[src/rtl/memory_access_arbiter.sv]
// memory_access_arbiter: round-robin sharing of one RAM port between instruction fetch and data access.
// Optional MOC timeout abort enabled by defining MEM_TIMEOUT_EN.
module memory_access_arbiter #(
    parameter int ADDR_W         = 32,
    parameter int DATA_W         = 32,
    parameter int TIMEOUT_CYCLES = 16
) (
    input  logic              clk,
    input  logic              reset,
    input  logic              if_req,
    input  logic [ADDR_W-1:0] if_addr,
    output logic              if_ack,
    input  logic              d_req,
    input  logic              d_rw,
    input  logic [1:0]        d_size,
    input  logic [ADDR_W-1:0] d_addr,
    input  logic [DATA_W-1:0] d_wdata,
    output logic              d_ack,
    output logic [DATA_W-1:0] rdata,
    output logic              mem_mov,
    output logic              mem_rw,
    output logic [1:0]        mem_size,
    output logic [ADDR_W-1:0] mem_addr,
    output logic [DATA_W-1:0] mem_wdata,
    input  logic [DATA_W-1:0] mem_rdata,
    input  logic              mem_moc,
    output logic              busy,
    output logic              err
);
    typedef enum logic [1:0] {IDLE, WAIT, RESP} state_t;
    state_t state, state_next;
    logic grant_data, last_data, pick_data, grant, timeout;

    // Data wins when alone or when fetch was served last.
    assign pick_data = d_req & (~if_req | ~last_data);
    assign grant     = (state == IDLE) & (if_req | d_req);
    assign mem_mov   = state == WAIT;
    assign busy      = state != IDLE;
    assign if_ack    = (state == RESP) & ~grant_data;
    assign d_ack     = (state == RESP) & grant_data;

`ifdef MEM_TIMEOUT_EN
    localparam int CW = $clog2(TIMEOUT_CYCLES + 1);
    logic [CW-1:0] cnt;
    logic          err_q;
    assign timeout = (state == WAIT) & ~mem_moc & (cnt == CW'(TIMEOUT_CYCLES - 1));
    assign err     = (state == RESP) & err_q;
    always_ff @(posedge clk) begin
        if (reset) begin
            cnt   <= '0;
            err_q <= 1'b0;
        end else begin
            cnt   <= (state != WAIT) ? '0 : (mem_moc ? cnt : cnt + 1'b1);
            err_q <= (state == WAIT) ? timeout : err_q;
        end
    end
`else
    assign timeout = 1'b0;
    assign err     = 1'b0;
`endif

    always_ff @(posedge clk) begin
        if (reset) state <= IDLE;
        else       state <= state_next;
    end

    always_comb begin
        state_next = IDLE;
        if (state == IDLE)      state_next = grant ? WAIT : IDLE;
        else if (state == WAIT) state_next = (mem_moc | timeout) ? RESP : WAIT;
    end

    always_ff @(posedge clk) begin
        if (reset) begin
            grant_data <= 1'b0;
            last_data  <= 1'b0;
            mem_rw     <= 1'b1;
            mem_size   <= 2'b10;
            mem_addr   <= '0;
            mem_wdata  <= '0;
            rdata      <= '0;
        end else begin
            if (grant) begin
                grant_data <= pick_data;
                last_data  <= pick_data;
                mem_rw     <= pick_data ? d_rw : 1'b1;
                mem_size   <= (pick_data && d_size != 2'b11) ? d_size : 2'b10;
                mem_addr   <= pick_data ? d_addr : if_addr;
                mem_wdata  <= pick_data ? d_wdata : mem_wdata;
            end
            if (state == WAIT && mem_moc && mem_rw) rdata <= mem_rdata;
            else if (timeout)                       rdata <= '0;
        end
    end
endmodule

[config.mk]
export PLATFORM = sky130hd
export DESIGN_NAME = memory_access_arbiter
export DESIGN_NICKNAME = d
export VERILOG_FILES = /design/src/rtl/memory_access_arbiter.sv
export SDC_FILE = /design/constraint.sdc
export NUM_CORES = 1
export LEC_CHECK = 0
export CAP_MARGIN = 15
export CORE_MARGIN = 3
export CORE_UTILIZATION = 38
export DETAILED_ROUTE_END_ITERATION = 8
export HOLD_SLACK_MARGIN = 0.12
export PLACE_DENSITY = 0.8
export SYNTH_ARGS = -nofsm -noshare
export SYNTH_HDL_FRONTEND = slang
export SYNTH_SLANG_ARGS = --single-unit
[constraint.sdc]
create_clock -name clk -period 1.55 [get_ports clk]
set_input_delay 0.155 -clock clk [delete_from_list [all_inputs] [get_ports clk]]
set_output_delay 0.155 -clock clk [all_outputs]
set_load 0.01 [all_outputs]
==> results <==
==> synth_stat cells <==
master	n	area, sq um
a21bo_1	1	10.01
nand3_1	32	160.2
nor2_1	6	22.52
a311oi_2	11	165.2
and3b_1	2	17.52
buf_4	11	82.58
nor2b_1	1	6.260
and4b_1	1	10.01
nor2_4	1	11.26
nor3b_1	1	7.510
a311oi_1	21	183.9
nand2b_1	1	6.260
conb_1	1	3.750
dfxtp_1	102	2042
or2_1	1	6.260
nand2_1	130	488.0
nor2_2	1	6.260
a21oi_1	99	495.5
buf_6	3	33.78
nand4b_1	2	17.52
a21boi_2	1	11.26
inv_2	1	3.750
a22oi_1	2	15.01
clkbuf_1	15	56.30
buf_2	22	110.1
o21ai_0	34	170.2
==> power breakdown <==
| part | switching [mW] | internal [mW] | total, mW |
|---|---|---|---|
| logic | 0.746 | 0.904 | 1.65 |
| clock network | 0.946 | 0.655 | 1.60 |
| registers | 0.109 | 2.82 | 2.93 |
==> layout make-up <==
cell class | count | share of cell area, %
Clock buffer | 10 | 2.006
Inverter | 1 | 0.05470
Sequential cell | 102 | 29.78
Multi-Input combinational cell | 350 | 26.79
Timing Repair Buffer | 256 | 38.15
Tap cell | 136 | 2.480
Clock inverter | 6 | 0.7476
==> repair_timing <==
item                       in CTS  in global routing
setup endpoints to repair      36                 20
gates cloned                    1                  0
pin swaps                       1                  0
gates resized for setup         5                  7
==> logic make-up after synthesis <==
logic type / Yosys count
other: 1
DFF: 102
AOI/OAI and AO/OA: 169
and+or+nand+nor: 179
buffers and inverters: 52
==> registers in the layout, summed over array words and instances (netlist names) <==
| name | cells |
|---|---|
| state | 2 |
| mem_wdata | 32 |
| mem_size | 2 |
| rdata | 32 |
| mem_rw | 1 |
| mem_addr | 32 |
| last_data | 1 |
==> routing by layer <==
metal,global-route usage (%),up-vias
met3,6.137,18
met4,7.800,0
met5,0,-
li1,-,2185
met1,26.03,2088
met2,37.18,201
==> worst register-to-register path: cells and delay by family (launching register included) <==
kind | cells | cell delay [ns]
flip-flops | 1 | 0.35
buffers and inverters | 1 | 0.09
AO/OA/AOI/OAI | 1 | 0.20
AND/OR/NAND/NOR | 2 | 0.62
==> through the flow <==
stage	power [mW]	setup TNS [ns]
final	6.185	0
after global routing	6.508	0
after CTS	6.253	0
after detailed placement	4.642	-10.26
after global placement	4.602	-7.834
after floorplan	3.699	0
==> worst min-delay path by stage <==
stage,startpoint,end,slack [ns],cells after the start
floorplan,mem_rdata[0],rdata[0],0.29,2
global placement,rdata[17],rdata[17],0.44,2
detailed placement,rdata[10],rdata[10],0.45,2
CTS,reset,mem_addr[24],0.13,2
global route,reset,mem_addr[23],0.14,2
finish,reset,mem_addr[24],0.14,2
==> results.py <==
metrics = {
    "critical_path": {
        "worstPathArrival_ns": 1.32,
        "setup.worst_path.end_class": "output port",
        "crit_family": "buffers and inverters",
        "critPathLaunch": "state[0]",
        "start_kind": "register",
        "cp.required_ns": 1.39,
        "crit_buf_inv": 2,
        "endpoint": "d_ack",
        "crit_type": "register to output port",
        "crit_fanout": 5,
        "crit_chain": "buf_4 -> and3b_1 -> dlygate4sd2_1",
        "r2r_cells": 4,
        "r2r_start": "state[1]",
        "crit_cells": 3,
        "rrSetupSlack_ns": 0.15,
        "critPathMaxStageDelay_ns": 0.34,
        "slowest_stage": "dfxtp_2",
        "rr_endpoint": "mem_addr[30]",
    },
    "timing": {
        "rsz0062_at_grt": "no",
        "slew_violations": 0,
        "setup_viol": 0,
        "finalCriticalPeriod_ns": 1.471,
        "fmaxAchievable_ghz": 0.6799,
        "period_share_pct": 94.89,
        "fin_skew_ns": 0.01728,
        "timing.hold.ws_ns": 0.1421,
        "relSlewSlack_pct": 59.59,
        "worst_slack_ns": 0.07915,
        "hold_viol_final": 0,
        "tightest_slew_ns": 0.6048,
    },
    "cells_and_area": {
        "final_common_cell": "clkdlybuf4s50_1",
        "syn_to_final_growth_pct": 65.63,
        "num_antenna_cells": 0,
        "finalInstanceArea_sq_um": 6862,
        "final_util_pct": 65.58,
        "fillCellCount": 882,
        "multi_input_area_sq_um": 1838,
        "final_nets": 856,
        "seqCellArea_sq_um": 2043,
        "final_cell_mix": "232 x clkdlybuf4s50_1, 130 x nand2_1, 101 x dfxtp_1",
        "finalNonFillerCells": 861,
        "layout-drive-gt1-share_pct": 7.586,
    },
    "route": {
        "drt-initial-drc-count": 361,
        "drt_pass1_iterations": 6,
        "routed.top_layer": "met4",
        "postRouteAntennaNets": 0,
        "via_count": 4492,
        "wl_met2_mm": 6.846,
        "route.met3.wl_mm": 1.078,
        "via_per_inst": 5.217,
        "drc_errors": 0,
        "wl_per_cell_um": 16.08,
        "routed_wl_mm": 13.85,
        "wl_met1_mm": 5.659,
    },
    "die": {
        "die_h_um": 110.4,
        "die_w_um": 110.4,
        "rows": 37,
        "start_util_pct": 39.60,
        "dieArea_sq_um": 12190,
        "coreArea_sq_um": 10460,
        "ios": 240,
    },
    "cts": {
        "cts_post_setup_buffers_inserted": 0,
        "cts_max_level": 3,
        "cts-root-buf": "clkbuf_8",
        "cts_made_buffers": 9,
        "path_clk_slew_ns": 0.10,
        "cts-hold-fix-buffers": 0,
        "clockBufferDepth": 2,
        "clock_latency_ns": 0.36,
        "numClockSinks": 102,
        "cts_tree": "done",
    },
    "logic_synthesis": {
        "ys_types": 26,
        "ys_ff_latch": 102,
        "synth_simple_gate_area_share_pct": 18.33,
        "synth_mux_area_share_pct": 0,
        "seq_area_frac_synth_pct": 49.29,
        "synthAdderAreaFrac_pct": 0,
        "netlist_area_sq_um": 4143,
        "synth_warnings": 0,
        "synth_fp_nets": 639,
        "synth_xor_area_share_pct": 0,
        "synth_compound_area_share_pct": 25.37,
        "syn_inst": 503,
        "synth_top_family_by_area": "compound AO/OA/AOI/OAI gates",
        "syn_avg_cell_area_sq_um": 8.236,
    },
    "placement": {
        "routabilityCongestion": 0.8209,
        "dp_cells": 844,
        "post-dp-hpwl_mm": 9.950,
        "post_dp_cell_area_sq_um": 6670,
        "dp_slack_ns": -0.2980,
        "io_buffers": 238,
    },
    "power_and_ir_drop": {
        "power.density_nw_per_um2": 901.3,
        "ir_drop_mv": 0.5772,
        "p_leak_nw": 2.481,
    },
    "grt": {
        "grt_pass1_wl_mm": 22.01,
        "grt_max_degree": 42,
        "grtUsageTotal_pct": 21.75,
        "antenna_found_initial": 0,
        "grt_pass1_vias": 4363,
        "grt-ovfl-total": 0,
    },
    "worst_hold_path": {
        "hold_class": "primary input to register",
    },
    "status": {
        "status": "finished clean",
    },
    "run": {
        "drv_cap": 0,
    },
}
Power figures use the tool's default switching activity.
